File: config.mk
export PLATFORM = sky130hd
export DESIGN_NAME = avl_body_fetch_flat
export DESIGN_NICKNAME = d
export VERILOG_FILES = /design/src/rtl/avl_body_fetch_if.sv /design/src/rtl/avl_body_fetch.sv /design/src/flat_wrapper.sv
export SDC_FILE = /design/constraint.sdc
export NUM_CORES = 1
export LEC_CHECK = 0
export ABC_CLOCK_PERIOD_IN_PS = 5000
export BUFFER_PORTS_ARGS = -buffer_cell sky130_fd_sc_hd__buf_2
export CAP_MARGIN = 30
export CELL_PAD_IN_SITES_DETAIL_PLACEMENT = 1
export CELL_PAD_IN_SITES_GLOBAL_PLACEMENT = 1
export CORE_MARGIN = 2
export CORE_UTILIZATION = 43
export CTS_BUF_LIST = sky130_fd_sc_hd__clkbuf_8
export CTS_CLUSTER_SIZE = 14
export DETAILED_ROUTE_END_ITERATION = 10
export HOLD_SLACK_MARGIN = 0.06
export PLACE_DENSITY = 0.81
export SYNTH_ARGS = -nofsm -noshare
export SYNTH_HDL_FRONTEND = slang
export SYNTH_SLANG_ARGS = --single-unit
File: constraint.sdc
create_clock -name CLK -period 5 [get_ports CLK]
set_input_delay 0 -clock CLK [delete_from_list [all_inputs] [get_ports CLK]]
set_output_delay 0 -clock CLK [all_outputs]
set_load 0.005 [all_outputs]
File: src/rtl/avl_body_fetch_if.sv
// Handshake and bus bundle for avl_body_fetch: control, Avalon-MM read master, body record stream.
// The master modport is the fetch engine's view; slave is the environment's view.
interface avl_body_fetch_if;
  logic        START;
  logic        BUSY;
  logic        DONE;
  logic        ERROR;
  logic        AVL_READ;
  logic [7:0]  AVL_ADDR;
  logic [3:0]  AVL_BYTE_EN;
  logic        AVL_WAITREQUEST;
  logic        AVL_READDATAVALID;
  logic [31:0] AVL_READDATA;
  logic        BODY_VALID;
  logic        BODY_READY;
  logic [3:0]  BODY_ID;
  logic [31:0] BODY_RAD;
  logic [31:0] BODY_X;
  logic [31:0] BODY_Y;
  logic [31:0] BODY_Z;

  modport master (
    input  START, AVL_WAITREQUEST, AVL_READDATAVALID, AVL_READDATA, BODY_READY,
    output BUSY, DONE, ERROR, AVL_READ, AVL_ADDR, AVL_BYTE_EN,
           BODY_VALID, BODY_ID, BODY_RAD, BODY_X, BODY_Y, BODY_Z
  );

  modport slave (
    output START, AVL_WAITREQUEST, AVL_READDATAVALID, AVL_READDATA, BODY_READY,
    input  BUSY, DONE, ERROR, AVL_READ, AVL_ADDR, AVL_BYTE_EN,
           BODY_VALID, BODY_ID, BODY_RAD, BODY_X, BODY_Y, BODY_Z
  );
endinterface

File: src/rtl/avl_body_fetch.sv
// Fetches a body count and then radius/x/y/z per body over Avalon-MM, emitting one record per body.
// Optional bus stall timeout: define AVL_BODY_FETCH_TIMEOUT_EN.
module avl_body_fetch #(
  parameter int MAX_BODIES     = 10,
  parameter int TIMEOUT_CYCLES = 255
) (
  input  logic             CLK,
  input  logic             RESET,
  avl_body_fetch_if.master bus,
  output logic [2:0]       dbg_state
);
  // Record stream: BODY_VALID holds with stable BODY_* until the cycle BODY_READY=1; a read is
  // accepted on the first AVL_READ cycle with AVL_WAITREQUEST=0, with one read outstanding.
  typedef enum logic [2:0] {
    IDLE     = 3'd0,
    NUM_REQ  = 3'd1,
    NUM_WAIT = 3'd2,
    FLD_REQ  = 3'd3,
    FLD_WAIT = 3'd4,
    EMIT     = 3'd5,
    FIN      = 3'd6
  } state_t;

  localparam logic [7:0] MAX_CNT = 8'(MAX_BODIES);

  state_t      state, next_state;
  logic [7:0]  count;
  logic [3:0]  idx;
  logic [1:0]  fld;
  logic [7:0]  addr;
  logic [31:0] rad, pos_x, pos_y, pos_z;
  logic [7:0]  num_clamped;
  logic        tmo_hit;
  logic        error;

  // Field f of body i lives at 13 + i + 10*f.
  function automatic logic [7:0] field_addr(input logic [3:0] i, input logic [1:0] f);
    return 8'd13 + {4'd0, i} + ({6'd0, f} * 8'd10);
  endfunction

  assign num_clamped = (bus.AVL_READDATA[7:0] > MAX_CNT) ? MAX_CNT : bus.AVL_READDATA[7:0];

  always_ff @(posedge CLK or posedge RESET) begin
    if (RESET) state <= IDLE;
    else       state <= next_state;
  end

  always_comb begin
    next_state = state;
    case (state)
      IDLE:     if (bus.START) next_state = NUM_REQ;
      NUM_REQ:  if (!bus.AVL_WAITREQUEST) next_state = NUM_WAIT;
      NUM_WAIT: if (bus.AVL_READDATAVALID) next_state = (num_clamped == 8'd0) ? FIN : FLD_REQ;
      FLD_REQ:  if (!bus.AVL_WAITREQUEST) next_state = FLD_WAIT;
      FLD_WAIT: if (bus.AVL_READDATAVALID) next_state = (fld == 2'd3) ? EMIT : FLD_REQ;
      EMIT:     if (bus.BODY_READY) next_state = ({4'd0, idx} == count) ? FIN : FLD_REQ;
      FIN:      next_state = IDLE;
      default:  next_state = IDLE;
    endcase
    if (tmo_hit) next_state = FIN;
  end

  always_ff @(posedge CLK or posedge RESET) begin
    if (RESET) begin
      count <= '0;
      idx   <= '0;
      fld   <= '0;
      addr  <= '0;
      rad   <= '0;
      pos_x <= '0;
      pos_y <= '0;
      pos_z <= '0;
    end else begin
      case (state)
        IDLE: if (bus.START) begin
          addr  <= 8'd1;
          count <= '0;
          idx   <= '0;
          fld   <= '0;
        end
        NUM_WAIT: if (bus.AVL_READDATAVALID && !tmo_hit) begin
          count <= num_clamped;
          idx   <= 4'd1;
          fld   <= 2'd0;
          addr  <= field_addr(4'd1, 2'd0);
        end
        FLD_WAIT: if (bus.AVL_READDATAVALID && !tmo_hit) begin
          case (fld)
            2'd0:    rad   <= bus.AVL_READDATA;
            2'd1:    pos_x <= bus.AVL_READDATA;
            2'd2:    pos_y <= bus.AVL_READDATA;
            default: pos_z <= bus.AVL_READDATA;
          endcase
          if (fld != 2'd3) begin
            fld  <= fld + 2'd1;
            addr <= field_addr(idx, fld + 2'd1);
          end
        end
        EMIT: if (bus.BODY_READY && ({4'd0, idx} != count)) begin
          idx  <= idx + 4'd1;
          fld  <= 2'd0;
          addr <= field_addr(idx + 4'd1, 2'd0);
        end
        default: ;
      endcase
    end
  end

`ifdef AVL_BODY_FETCH_TIMEOUT_EN
  localparam logic [7:0] TMO_LIMIT = 8'(TIMEOUT_CYCLES);

  logic [7:0] stall_cnt;
  logic       in_bus_phase;
  logic       req_entry;

  assign in_bus_phase = (state == NUM_REQ) || (state == NUM_WAIT) ||
                        (state == FLD_REQ) || (state == FLD_WAIT);
  // Each request/response pair gets a fresh stall budget.
  assign req_entry    = ((next_state == NUM_REQ) || (next_state == FLD_REQ)) && (next_state != state);
  assign tmo_hit      = in_bus_phase && (stall_cnt == TMO_LIMIT);

  always_ff @(posedge CLK or posedge RESET) begin
    if (RESET) begin
      stall_cnt <= '0;
      error     <= 1'b0;
    end else begin
      if (state == IDLE && bus.START) error <= 1'b0;
      else if (tmo_hit)               error <= 1'b1;
      if (req_entry)         stall_cnt <= '0;
      else if (in_bus_phase) stall_cnt <= stall_cnt + 8'd1;
    end
  end
`else
  logic unused_timeout;

  assign unused_timeout = ^32'(TIMEOUT_CYCLES);
  assign tmo_hit        = 1'b0;
  assign error          = 1'b0;
`endif

  assign bus.AVL_READ    = ((state == NUM_REQ) || (state == FLD_REQ)) && !tmo_hit;
  assign bus.AVL_ADDR    = addr;
  assign bus.AVL_BYTE_EN = 4'b1111;
  assign bus.BUSY        = (state != IDLE) && (state != FIN);
  assign bus.DONE        = (state == FIN);
  assign bus.ERROR       = error;
  assign bus.BODY_VALID  = (state == EMIT);
  assign bus.BODY_ID     = idx;
  assign bus.BODY_RAD    = rad;
  assign bus.BODY_X      = pos_x;
  assign bus.BODY_Y      = pos_y;
  assign bus.BODY_Z      = pos_z;
  assign dbg_state       = state;
endmodule
File: src/flat_wrapper.sv
// flat-port wrapper written by rule: the top's interface ports become plain ports
module avl_body_fetch_flat 
#(
  parameter int MAX_BODIES     = 10,
  parameter int TIMEOUT_CYCLES = 255
)
  (CLK, RESET, dbg_state, bus_START, bus_AVL_WAITREQUEST, bus_AVL_READDATAVALID, bus_AVL_READDATA, bus_BODY_READY, bus_BUSY, bus_DONE, bus_ERROR, bus_AVL_READ, bus_AVL_ADDR, bus_AVL_BYTE_EN, bus_BODY_VALID, bus_BODY_ID, bus_BODY_RAD, bus_BODY_X, bus_BODY_Y, bus_BODY_Z);
  avl_body_fetch_if bus_i ();
  input  logic CLK;
  input  logic RESET;
  output logic [2:0] dbg_state;
  input wire logic [$bits(bus_i.START)-1:0] bus_START;
  input wire logic [$bits(bus_i.AVL_WAITREQUEST)-1:0] bus_AVL_WAITREQUEST;
  input wire logic [$bits(bus_i.AVL_READDATAVALID)-1:0] bus_AVL_READDATAVALID;
  input wire logic [$bits(bus_i.AVL_READDATA)-1:0] bus_AVL_READDATA;
  input wire logic [$bits(bus_i.BODY_READY)-1:0] bus_BODY_READY;
  output wire logic [$bits(bus_i.BUSY)-1:0] bus_BUSY;
  output wire logic [$bits(bus_i.DONE)-1:0] bus_DONE;
  output wire logic [$bits(bus_i.ERROR)-1:0] bus_ERROR;
  output wire logic [$bits(bus_i.AVL_READ)-1:0] bus_AVL_READ;
  output wire logic [$bits(bus_i.AVL_ADDR)-1:0] bus_AVL_ADDR;
  output wire logic [$bits(bus_i.AVL_BYTE_EN)-1:0] bus_AVL_BYTE_EN;
  output wire logic [$bits(bus_i.BODY_VALID)-1:0] bus_BODY_VALID;
  output wire logic [$bits(bus_i.BODY_ID)-1:0] bus_BODY_ID;
  output wire logic [$bits(bus_i.BODY_RAD)-1:0] bus_BODY_RAD;
  output wire logic [$bits(bus_i.BODY_X)-1:0] bus_BODY_X;
  output wire logic [$bits(bus_i.BODY_Y)-1:0] bus_BODY_Y;
  output wire logic [$bits(bus_i.BODY_Z)-1:0] bus_BODY_Z;
  assign bus_i.START = bus_START;
  assign bus_i.AVL_WAITREQUEST = bus_AVL_WAITREQUEST;
  assign bus_i.AVL_READDATAVALID = bus_AVL_READDATAVALID;
  assign bus_i.AVL_READDATA = bus_AVL_READDATA;
  assign bus_i.BODY_READY = bus_BODY_READY;
  assign bus_BUSY = bus_i.BUSY;
  assign bus_DONE = bus_i.DONE;
  assign bus_ERROR = bus_i.ERROR;
  assign bus_AVL_READ = bus_i.AVL_READ;
  assign bus_AVL_ADDR = bus_i.AVL_ADDR;
  assign bus_AVL_BYTE_EN = bus_i.AVL_BYTE_EN;
  assign bus_BODY_VALID = bus_i.BODY_VALID;
  assign bus_BODY_ID = bus_i.BODY_ID;
  assign bus_BODY_RAD = bus_i.BODY_RAD;
  assign bus_BODY_X = bus_i.BODY_X;
  assign bus_BODY_Y = bus_i.BODY_Y;
  assign bus_BODY_Z = bus_i.BODY_Z;
  avl_body_fetch #(.MAX_BODIES(MAX_BODIES), .TIMEOUT_CYCLES(TIMEOUT_CYCLES)) u_core (.CLK(CLK), .RESET(RESET), .bus(bus_i), .dbg_state(dbg_state));
endmodule
* Word level (Yosys, flattened, before mapping) *
Index checks and enable logic that the tools add are counted.

storage, ports and cells
  bits of input ports = 38
  output and inout bits = 152
  RAM bits = 0
  flip-flop bits (word level) = 153
  bits in read-only memories = 0
  memories kept = 0
  word-level logic and storage cells = 87
  latch bits = 0

cells by class
  equality and inequality tests = 21
  $add $sub $neg = 5
  $mul = 1
  shifts and indexed selects = 0
  reduce and logical (&&, ||, !) cells = 19
  divide/modulo/power cells = 0
  bitwise gates (word level) = 1
  muxes and demuxes = 30
  magnitude comparators = 1

operators by type and width
  kind                 number
  $mux 8               8
  $pmux 8 s4           1
  $mux 3               9
  $pmux 3 s6           1
  $pmux 8 s2           1
  $reduce_and 3->1     5
  $ne 2x2->1 const B   7
  $mux 4               3
  $pmux 4 s3           1
  $reduce_and 6->1     2
  $add 4x4->5 const A  2
  $mux 2               5
  $eq 3x3->1 const B   3
  $add 8x6->8          1
  $eq 4x8->1           1
  $gt 8x4->1 const B   1
  $logic_not 8->1      1
  $ne 4x8->1           1
  $pmux 2 s4           1
  $eq 3x2->1 const B   2
  $reduce_bool 3->1    2
  $mul 2x3->5 const B  1
  $add 4x1->4 const B  1
  $eq 2x2->1 const B   2
  other kinds (14)     16

* Depth between registers and ports, before layout *
Gate-level depths: netlist (run 1).

  word-level depth = 6
  gate-level depth with buffers = 10

* Worst setup path before layout (run 1) *
No wires, ideal clock.

  path type = register -> register
  start = register u_core.idx[0] (netlist: u_core.bus.BODY_ID[0])
  end = register u_core.addr[3] (netlist: u_core.bus.AVL_ADDR[3])
  path slack = 2627 ps
  stages on the path, launching flop included = 11
  path buffers = 1
  data arrival time = 2248 ps
  period minus slack after synthesis = 2373 ps
  cells stage by stage = dfrtp_1 buf_2 inv_1 ha_1 inv_1 ha_1 fa_1 xor2_1 a21oi_1 o22ai_1 mux2_4

between the ends
  word-level cells in the longest chain between the ends = 5
  elaborated cells on any way between the ends = 12
  those cells by class = add/sub: 4; eq/ne: 2; mux: 4; reduce/logical: 2

RTL lines
  item                      RTL line               text
  start: declaration        avl_body_fetch.sv:28   logic [3:0] idx;
  start signal: assignment  avl_body_fetch.sv:100  idx <= idx + 4'd1;
  $add 4x4->5               avl_body_fetch.sv:38   return 8'd13 + {4'd0, i} + ({6'd0, f} * 8'd10);
  $add 8x6->8               avl_body_fetch.sv:38
  $mux 8                    avl_body_fetch.sv:94   if (fld != 2'd3) begin
  $mux 8                    avl_body_fetch.sv:87   FLD_WAIT: if (bus.AVL_READDATAVALID && !tmo_hit) begin
  $pmux 8 s4                avl_body_fetch.sv:74   case (state)
  end signal: assignment    avl_body_fetch.sv:85   addr <= field_addr(4'd1, 2'd0);
  end signal: assignment    avl_body_fetch.sv:96   addr <= field_addr(idx, fld + 2'd1);
  end signal: assignment    avl_body_fetch.sv:102  addr <= field_addr(idx + 4'd1, 2'd0);
  end: declaration          avl_body_fetch.sv:30   logic [7:0] addr;

Several ways; a longest one is shown, not always the timed one. The select of a mux whose other input is x is not followed.
A chain may end at the register's enable or synchronous reset.

* Final worst setup path (run 1) *
Same ends and word-level chain as after synthesis.

==> results of run 1 <==
==> worst paths after layout <==
path                                                    from                                  end  slack [ns]
max                        u_core.bus.BODY_ID[0]$_DFFE_PP0P_   u_core.bus.AVL_ADDR[3]$_DFFE_PP0P_        2.35
min in group CLK                                   bus_START      u_core.dbg_state[1]$_DFFE_PP0P_        0.33
max reg2reg                u_core.bus.BODY_ID[0]$_DFFE_PP0P_   u_core.bus.AVL_ADDR[3]$_DFFE_PP0P_        2.35
min                                                    RESET  u_core.bus.BODY_RAD[13]$_DFFE_PP0P_        0.27
min reg2reg                 u_core.bus.BODY_X[3]$_DFFE_PP0P_     u_core.bus.BODY_X[3]$_DFFE_PP0P_        0.49
max in group asynchronous                              RESET   u_core.bus.BODY_RAD[4]$_DFFE_PP0P_        3.54
==> where the power goes <==
group / switching, mW / total, mW / internal [mW] / leakage [nW]
clock: 0.477 / 0.993 / 0.517 / 0.214
sequential: 0.213 / 1.71 / 1.50 / 2.04
combinational: 0.577 / 1.19 / 0.610 / 2.35
==> cell usage after synthesis, types with 3 or more instances <==
| master | instances | area share (%) |
|---|---|---|
| nor2_1 | 9 | 0.52 |
| nand2_1 | 16 | 0.93 |
| or3_1 | 4 | 0.39 |
| o22ai_1 | 5 | 0.48 |
| xor2_1 | 8 | 1.1 |
| clkbuf_1 | 8 | 0.46 |
| mux2i_1 | 4 | 0.62 |
| buf_6 | 3 | 0.52 |
| o31ai_1 | 4 | 0.46 |
| buf_2 | 7 | 0.54 |
| ha_1 | 12 | 2.3 |
| o21ai_0 | 17 | 1.3 |
| inv_1 | 12 | 0.70 |
| mux2_4 | 6 | 1.4 |
| nand3_1 | 8 | 0.62 |
| mux2_2 | 123 | 21 |
| and2_1 | 3 | 0.29 |
| a21oi_1 | 11 | 0.85 |
| buf_4 | 7 | 0.81 |
| buf_1 | 4 | 0.23 |
| dfrtp_1 | 151 | 58 |
==> sequential cells by signal, indices dropped and copies added (netlist names) <==
name and cells:
u_core.dbg_state 3, u_core.fld 2, u_core.bus.BODY_X 32, u_core.bus.AVL_ADDR 6, u_core.count 8, u_core.bus.BODY_ID 4
u_core.bus.BODY_Z 32, u_core.bus.BODY_RAD 32, u_core.bus.BODY_Y 32
==> cells by family after synthesis <==
logic type	share of synthesized area, %
compound gates	5.35
flops	58.3
xor+xnor	1.70
mux	23.7
other cells	0.116
fa+ha+maj	2.63
buf+inv	3.26
simple gates	4.85
==> critical path: cells and delay by family (launching register included) <==
kind | cells | cell delay (ns)
AOI/OAI and AO/OA | 2 | 0.23
xor gates and xnor gates | 1 | 0.18
adders and majority gates | 3 | 1.03
buffers and inverters | 2 | 0.21
DFF | 1 | 0.59
muxes | 1 | 0.29
==> final cells by class <==
cell class                      instances  area share, %
Inverter                               12          0.598
Sequential cell                       151           45.2
Clock buffer                           19           3.13
Timing Repair Buffer                  224           16.3
Multi-Input combinational cell        276           30.2
Tap cell                              184           2.75
Clock inverter                         13           1.84
==> routing by layer <==
layer | part of all wire [%] | vias to the layer above
li1 | - | 2055
met5 | 0 | -
met1 | 40 | 2360
met4 | 2.3 | 0
met3 | 7.1 | 34
met2 | 51 | 162
==> impl_metrics.csv, run 1 <==
group,metric,value,unit
final_layout,ff_latch_area,3780,sq um
sta,slew_headroom,39.9,%
synthesis,yosysUniqueCellTypes,53,
clock_network,numCtsBuffers,17,
critical_path,crit_chain,"inv_1 -> ha_1 -> inv_1 -> ha_1 -> fa_1 -> xor2_1 -> a21oi_1 -> o22ai_1 -> mux2_4",
detailed_routing,routed_wl,18.5,mm
detailed_routing,wire_per_inst,21.1,microns
place,dp_cells,809,
sta,finClkSkew,0.0140,ns
status,status,"complete, no violations",
pwr,power,3.89,mW
pwr,vdd_drop_max,0.239,mV
pwr,leakage,4.60,nW
final_layout,final_net_count,733,
synthesis,ys_warn_count,0,
grt,antenna_found_initial,0,
synthesis,avgSynthCellArea,14.0,sq um
synthesis,async_flop_share,100,%
final_layout,final_common_cell,"buf_2",
critical_path,path_class,"reg2reg",
detailed_routing,first_pass_iters,4,
clock_network,root_buffer,"clkbuf_8",
grt,track_usage,24.3,%
sta,period_share,53.0,%
critical_path,worst-endpoint-arrival,2.99,ns
place,gp_congestion,0.830,
grt,grt_pass1_vias,5307,
sta,hold_ws,0.274,ns
critical_path,rr_worst_depth,9,
sta,setup_viol,0,
clock_network,clk_latency,0.46,ns
final_layout,post-route-util,57.1,%
final_layout,final_cells,879,
critical_path,cp_max_fo,12,
clock_network,hold_buffers,38,
floorplanning,coreArea,14600,sq um
synthesis,yosysSeqAreaShare,58.3,%
floorplanning,dieArea,16100,sq um
synthesis,synth_area,6480,sq um
final_layout,fin_area,8370,sq um
clock_network,postCtsSetupBuffers,0,
sta,max_freq,0.377,GHz
place,postPlaceCellArea,7570,sq um
final_layout,diodes,0,
clock_network,clk_path_buf_depth,2,
clock_network,h-tree-depth,4,
sta,tightest_slew,0.902,ns
sta,fin_ws,2.35,ns
grt,met3_usage,7.59,%
floorplanning,die_h,127,microns
sta,hold_viol_final,0,
grt,grt_max_degree,103,
grt,grtUsageMet2,42.0,%
final_layout,multi_input_area,2520,sq um
flow_run,drv_cap,0,
floorplanning,std_cell_rows,44,
sta,finalCriticalPeriod,2.65,ns
critical_path,max_stage_delay,0.59,ns
sta,slew_viol_final,0,
pwr,power.density,465,nW/um^2
critical_path,start_kind,"flip-flop",
synthesis,syn-instance-count,463,
detailed_routing,drc,0,
critical_path,crit_required,5.34,ns
sta,rsz0062_at_grt,"no",
floorplanning,die_x,127,microns
grt,busiest_layer,"met2",
critical_path,endpoint_kind,"flip-flop",
grt,grt_overflow_total,0,
critical_path,cp_slowest_cell,"dfrtp_1",
final_layout,syn_to_final_growth,29.2,%
synthesis,synth_edf_count,0,
sta,final.setup.tns,0,ns
clock_network,cts_resized,0,
clock_network,cts.clk_slew.worst_paths,0.08,ns
final_layout,n_fill_cell,1507,
detailed_routing,dr_total_vias,4611,
place,post-place-ws,2.35,ns
floorplanning,initial_utilization,44.2,%
detailed_routing,first_iter_violations,284,
final_layout,final_cell_mix,"182 x buf_2, 151 x dfrtp_1, 123 x mux2_2, 38 x dlygate4sd3_1, 19 x clkbuf_8",
detailed_routing,drtAntennaViolNets,0,
synthesis,synth-main-ff-cell,"dfrtp_1",
grt,grt_pass1_wl,29.8,mm
place,portBuffers,182,
floorplanning,io_pins,190,
final_layout,drive_gt1_share,51.8,%
worst_hold_path,min_path_type,"in2async",
clock_network,clock_sinks,151,
synthesis,ys_seq_elements,151,
place,hpwlAfterDp,11.9,mm
grt,use_met1,28.5,%
detailed_routing,vias_per_cell,5.25,
clock_network,cts_tree,"done",
Power figures use the tool's default switching activity.
==> run 2: changes to the inputs <==
--- a/config.mk
+++ b/config.mk
@@ -5,18 +5,18 @@
 export SDC_FILE = /design/constraint.sdc
 export NUM_CORES = 1
 export LEC_CHECK = 0
-export ABC_CLOCK_PERIOD_IN_PS = 5000
+export ABC_CLOCK_PERIOD_IN_PS = 2300
 export BUFFER_PORTS_ARGS = -buffer_cell sky130_fd_sc_hd__buf_2
 export CAP_MARGIN = 30
 export CELL_PAD_IN_SITES_DETAIL_PLACEMENT = 1
 export CELL_PAD_IN_SITES_GLOBAL_PLACEMENT = 1
 export CORE_MARGIN = 2
-export CORE_UTILIZATION = 43
+export CORE_UTILIZATION = 39
 export CTS_BUF_LIST = sky130_fd_sc_hd__clkbuf_8
 export CTS_CLUSTER_SIZE = 14
 export DETAILED_ROUTE_END_ITERATION = 10
 export HOLD_SLACK_MARGIN = 0.06
-export PLACE_DENSITY = 0.81
+export PLACE_DENSITY = 0.77
 export SYNTH_ARGS = -nofsm -noshare
 export SYNTH_HDL_FRONTEND = slang
 export SYNTH_SLANG_ARGS = --single-unit
==> constraint.sdc (replaced) <==
create_clock -name CLK -period 2.3 [get_ports CLK]
set_input_delay 0 -clock CLK [delete_from_list [all_inputs] [get_ports CLK]]
set_output_delay 0 -clock CLK [all_outputs]
set_load 0.005 [all_outputs]
==> impl_metrics.csv, run 2 (synthesized netlist as in run 1, its figures left out) <==
group,metric,value,unit
floorplanning,initial_utilization,39.5,%
clock_network,cts.clk_slew.worst_paths,0.08,ns
final_layout,final_common_cell,"buf_2",
detailed_routing,dr_total_vias,4638,
sta,period_share,100,%
critical_path,start_kind,"flip-flop",
grt,antenna_found_initial,0,
critical_path,endpoint_kind,"flip-flop",
detailed_routing,drtAntennaViolNets,0,
clock_network,numCtsBuffers,17,
final_layout,final_net_count,751,
grt,grt_overflow_total,0,
sta,final.setup.tns,-0.00365,ns
sta,max_freq,0.434,GHz
final_layout,post-route-util,52.0,%
grt,grt_max_degree,152,
final_layout,final_cell_mix,"182 x buf_2, 147 x dfrtp_1, 123 x mux2_2, 37 x dlygate4sd3_1, 21 x buf_4",
sta,tightest_slew,0.869,ns
floorplanning,die_h,133,microns
status,violations,"negative setup slack",
critical_path,worst-endpoint-arrival,2.63,ns
detailed_routing,routed_wl,17.9,mm
clock_network,clock_sinks,151,
worst_hold_path,hold_depth,6,
place,dp_cells,860,
sta,setup_viol,1,
detailed_routing,dr_wl_met2,9.22,mm
critical_path,r2r_slack,-0.004,ns
status,status,"finished, violations left",
critical_path,r2r_end,"u_core.bus.AVL_ADDR[4]$_DFFE_PP0P_",
critical_path,crit_chain,"inv_1 -> ha_1 -> a21oi_1 -> xor2_1 -> ha_1 -> a21oi_2 -> xor2_1 -> o22ai_1 -> mux2_4",
worst_hold_path,min_path_type,"in2reg",
flow_run,drv_cap,0,
clock_network,root_buffer,"clkbuf_8",
final_layout,diodes,0,
sta,slew_headroom,42.1,%
place,portBuffers,182,
grt,grt_pass1_vias,5357,
pwr,p_seq_share,43.2,%
critical_path,cp_slowest_cell,"dfrtp_2",
floorplanning,std_cell_rows,47,
sta,finClkSkew,0.0137,ns
clock_network,cts_tree,"done",
pwr,cell_internal_pwr,5.74,mW
final_layout,n_fill_cell,1731,
clock_network,clk_latency,0.45,ns
floorplanning,io_pins,190,
critical_path,r2r_start,"u_core.bus.BODY_ID[2]$_DFFE_PP0P_",
worst_hold_path,min_from,"bus_START",
clock_network,clk_path_buf_depth,2,
sta,slew_viol_final,0,
final_layout,drive_gt1_share,55.1,%
place,gp_congestion,0.798,
detailed_routing,first_pass_iters,4,
detailed_routing,dr_wl_met3,1.11,mm
place,hpwlAfterDp,12.1,mm
floorplanning,coreArea,16400,sq um
critical_path,path_class,"reg2reg",
detailed_routing,routedLengthMet1,7.13,mm
pwr,power.net_switching,2.75,mW
final_layout,final_cells,932,
pwr,sw_frac_of_total,32.4,%
sta,rsz0062_at_grt,"yes",
detailed_routing,top_layer,"met4",
pwr,power.density,993,nW/um^2
sta,hold_viol_final,0,
detailed_routing,drc,0,
pwr,pwr-share-comb,32.8,%
place,postPlaceCellArea,7720,sq um
sta,fin_ws,-0.00365,ns
sta,hold_ws,0.263,ns
pwr,leakage,4.65,nW
final_layout,syn_to_final_growth,31.9,%
floorplanning,die_x,133,microns
pwr,p_clk_share,23.9,%
detailed_routing,wire_per_inst,19.2,microns
pwr,vdd_drop_max,0.471,mV
grt,track_usage,21.0,%
critical_path,crit_required,2.63,ns
floorplanning,dieArea,17700,sq um
sta,finalCriticalPeriod,2.30,ns
worst_hold_path,holdPathEnd,"u_core.count[1]$_DFFE_PP0P_",
detailed_routing,vias_per_cell,4.98,
grt,grt_pass1_wl,28.8,mm
critical_path,max_stage_delay,0.42,ns
clock_network,h-tree-depth,4,
critical_path,rr_worst_depth,9,
detailed_routing,first_iter_violations,161,
critical_path,cp_max_fo,4,
final_layout,fin_area,8540,sq um
==> run 2: how the worst max path moves through the flow <==
| stage | cells past startpoint | slack (ns) | startpoint | to |
|---|---|---|---|---|
| global placement | 8 | 0.03 | u_core.bus.BODY_ID[1]$_DFFE_PP0P_ | u_core.bus.AVL_ADDR[4]$_DFFE_PP0P_ |
| floorplan | 10 | 0.03 | u_core.bus.BODY_ID[0]$_DFFE_PP0P_ | u_core.bus.AVL_ADDR[3]$_DFFE_PP0P_ |
| global route | 9 | -0.06 | u_core.bus.BODY_ID[2]$_DFFE_PP0P_ | u_core.bus.AVL_ADDR[4]$_DFFE_PP0P_ |
| finish | 9 | -0.004 | u_core.bus.BODY_ID[2]$_DFFE_PP0P_ | u_core.bus.AVL_ADDR[4]$_DFFE_PP0P_ |
| CTS | 8 | -0.05 | u_core.bus.BODY_ID[1]$_DFFE_PP0P_ | u_core.bus.AVL_ADDR[4]$_DFFE_PP0P_ |
| detailed placement | 8 | -0.11 | u_core.bus.BODY_ID[1]$_DFFE_PP0P_ | u_core.bus.AVL_ADDR[4]$_DFFE_PP0P_ |
==> run 2: per-stage QoR <==
stage	setup slack, ns	power, mW
5_1_grt	-0.0631	9.03
3_5_place_dp	-0.114	6.38
3_3_place_gp	0.0336	6.20
4_1_cts	-0.0502	8.54
6_report	-0.00365	8.48
2_1_floorplan	0.0339	5.20
==> run 2: power groups by stage <==
| stage | Sequential [mW] | Combinational (mW) | Clock, mW |
|---|---|---|---|
| global placement | 3.65 | 2.55 | 0 |
| detailed placement | 3.70 | 2.67 | 0 |
| finish | 3.67 | 2.78 | 2.03 |
| floorplan | 3.67 | 1.53 | 0 |
| global route | 3.76 | 3.05 | 2.22 |
| CTS | 3.66 | 2.79 | 2.09 |
==> run 2: timing repair <==
action	in CTS	in global routing
endpoints found under the setup margin	3	4
gates cloned	0	0
pin swaps	2	5
setup buffers	1	3
hold buffers	37	0
hold endpoints to repair	286	0
gates resized for setup	5	9
==> run 2: area by class of cell <==
cell class | instances | area, sq um | share of cell area, %
clock inverter | 12 | 128 | 1.49
inverter | 12 | 51.3 | 0.601
tap | 220 | 275 | 3.22
timing repair buffer | 242 | 1480 | 17.3
multi-input combinational | 276 | 2560 | 30.0
sequential | 151 | 3780 | 44.3
clock buffer | 19 | 262 | 3.06
==> run 2: critical path: cells and delay by family (launching register included) <==
family | cells | cell delay (ns)
buf+inv | 1 | 0.09
flops | 1 | 0.42
mux | 1 | 0.28
xor+xnor | 2 | 0.41
fa+ha+maj | 2 | 0.51
compound gates | 3 | 0.50
==> run 2: layer usage <==
layer  up-vias  GRT usage (%)
met1      2363           24.0
met4         0           7.47
met3        33           6.40
met5         -              0
met2       151           37.1
li1       2091              -
==> run 3: changes to the inputs <==
--- a/config.mk
+++ b/config.mk
@@ -20,3 +20,4 @@
 export SYNTH_ARGS = -nofsm -noshare
 export SYNTH_HDL_FRONTEND = slang
 export SYNTH_SLANG_ARGS = --single-unit
+export TNS_END_PERCENT = 1
==> impl_metrics.csv, run 3 (synthesized netlist as in run 1, its figures left out) <==
group,metric,value,unit
critical_path,rr_worst_depth,9,
floorplanning,std_cell_rows,47,
detailed_routing,first_iter_violations,148,
clock_network,clk_path_buf_depth,2,
critical_path,start_kind,"flip-flop",
clock_network,clock_sinks,151,
sta,slew_viol_final,0,
final_layout,diodes,0,
place,post-place-ws,0.0350,ns
critical_path,worst-endpoint-arrival,2.57,ns
floorplanning,die_x,133,microns
final_layout,final_cell_mix,"182 x buf_2, 150 x dfrtp_1, 123 x mux2_2, 39 x dlygate4sd3_1, 23 x buf_4",
critical_path,r2r_slack,0.07,ns
floorplanning,coreArea,16400,sq um
critical_path,crit_required,2.63,ns
critical_path,max_stage_delay,0.41,ns
critical_path,r2r_start,"u_core.bus.BODY_ID[1]$_DFFE_PP0P_",
detailed_routing,dr_total_vias,4649,
critical_path,cp_max_fo,3,
grt,grt_overflow_total,0,
worst_hold_path,min_path_type,"in2reg",
floorplanning,die_h,133,microns
detailed_routing,drtAntennaViolNets,0,
clock_network,root_buffer,"clkbuf_8",
sta,period_share,97.2,%
sta,finClkSkew,0.0129,ns
critical_path,cp-endpoint,"u_core.bus.AVL_ADDR[3]$_DFFE_PP0P_",
status,status,"complete, no violations",
grt,grt_max_degree,148,
final_layout,fin_area,8610,sq um
critical_path,worstSetupStartpoint,"u_core.bus.BODY_ID[1]$_DFFE_PP0P_",
detailed_routing,first_pass_iters,4,
sta,max_freq,0.447,GHz
detailed_routing,drc,0,
sta,hold_viol_final,0,
final_layout,n_fill_cell,1713,
grt,antenna_found_initial,0,
final_layout,drive_gt1_share,54.3,%
critical_path,endpoint_kind,"flip-flop",
detailed_routing,wire_per_inst,18.7,microns
sta,setup_viol,0,
sta,fin_ws,0.0652,ns
place,hpwlAfterDp,12.0,mm
final_layout,syn_to_final_growth,32.9,%
pwr,power.density,1000,nW/um^2
sta,rsz0062_at_grt,"yes",
final_layout,final_common_cell,"buf_2",
clock_network,h-tree-depth,4,
place,gp_congestion,0.802,
critical_path,r2r_end,"u_core.bus.AVL_ADDR[3]$_DFFE_PP0P_",
place,postPlaceCellArea,7730,sq um
sta,finalCriticalPeriod,2.23,ns
floorplanning,initial_utilization,39.5,%
clock_network,cts_tree,"done",
clock_network,cts.clk_slew.worst_paths,0.09,ns
floorplanning,dieArea,17700,sq um
critical_path,path_class,"reg2reg",
critical_path,crit_chain,"buf_4 -> ha_4 -> inv_1 -> ha_1 -> fa_2 -> xor2_1 -> a21oi_1 -> o22ai_1 -> mux2_4",
sta,tightest_slew,0.767,ns
clock_network,numCtsBuffers,17,
critical_path,cp_slowest_cell,"dfrtp_1",
sta,slew_headroom,48.9,%
pwr,leakage,4.68,nW
pwr,vdd_drop_max,0.538,mV
grt,grt_pass1_vias,5288,
place,portBuffers,182,
grt,grt_pass1_wl,28.4,mm
final_layout,final_net_count,755,
sta,final.setup.tns,0,ns
floorplanning,io_pins,190,
clock_network,clk_latency,0.44,ns
grt,track_usage,20.6,%
detailed_routing,routed_wl,17.6,mm
flow_run,drv_cap,0,
detailed_routing,vias_per_cell,4.96,
run 3: changes by cell type in the layout (fill, tap and decap cells not counted), sizes merged:
cell,delta
inv,-3
clkinvlp,+3
buf,+2
clkinv,-2
bufinv,+1
clkbuf,+2
dlygate4sd3,+2
run 3: worst max-delay path, delay by kind of cell, from the launching register on:
family	cells	cell delay, ns
XOR/XNOR	1	0.18
buffers and inverters	2	0.19
flip-flops	1	0.41
AO/OA/AOI/OAI	2	0.25
multiplexers	1	0.27
adder cells (fa/ha/maj)	3	0.83
run 3: area by class of cell:
| cell class | count | area [sq um] | share of cell area (%) |
|---|---|---|---|
| Timing Repair Buffer | 246 | 1510 | 17.6 |
| Clock inverter | 11 | 146 | 1.70 |
| Clock buffer | 21 | 289 | 3.36 |
| Sequential cell | 151 | 3780 | 43.9 |
| Inverter | 12 | 48.8 | 0.567 |
| Multi-Input combinational cell | 276 | 2550 | 29.7 |
| Tap cell | 220 | 275 | 3.20 |
run 3: how the worst min path moves through the flow:
stage	slack [ns]	startpoint	depth (start not counted)	to
6_report	0.24	bus_START	6	u_core.count[3]$_DFFE_PP0P_
5_1_grt	0.24	bus_START	6	u_core.count[3]$_DFFE_PP0P_
4_1_cts	0.21	bus_START	6	u_core.count[3]$_DFFE_PP0P_
3_5_place_dp	-0.09	RESET	2	u_core.bus.BODY_RAD[16]$_DFFE_PP0P_
3_3_place_gp	-0.1	RESET	2	u_core.bus.BODY_Z[16]$_DFFE_PP0P_
2_1_floorplan	0.13	bus_AVL_READDATA[1]	1	u_core.bus.BODY_RAD[1]$_DFFE_PP0P_
run 3: stage by stage:
step / utilization, % / cells / power, mW / hold slack [ns]
floorplan: - / 468 / 5.17 / 0.132
CTS: 52.2 / 935 / 8.70 / 0.212
detailed placement: 47.1 / 863 / 6.37 / -0.0911
global route: 52.5 / 937 / 9.16 / 0.240
finish: 52.5 / 937 / 8.62 / 0.241
global placement: 47.1 / 863 / 6.21 / -0.0989
run 3: routing by layer:
layer  global-route usage (%)  wire, microns  part of all wire, %
met4                     6.15            232                  1.3
met1                     24.2           7160                   41
met3                     6.67           1100                  6.3
met5                        0              0                    0
met2                     36.1           9060                   52
run 3: timing repair:
action                     4_1_cts  5_1_grt
resized for setup                2        5
buffers inserted                 1        2
gates cloned                     0        0
hold endpoints to repair       286        0
pin swaps                        0        4
hold buffers                    39        0
setup endpoints to repair        2        4
run 3: power breakdown:
part	switching [mW]	total [mW]	internal, mW
registers	0.354	3.62	3.26
logic	1.35	2.81	1.47
clock network	1.00	2.19	1.19
total	2.70	8.62	5.92
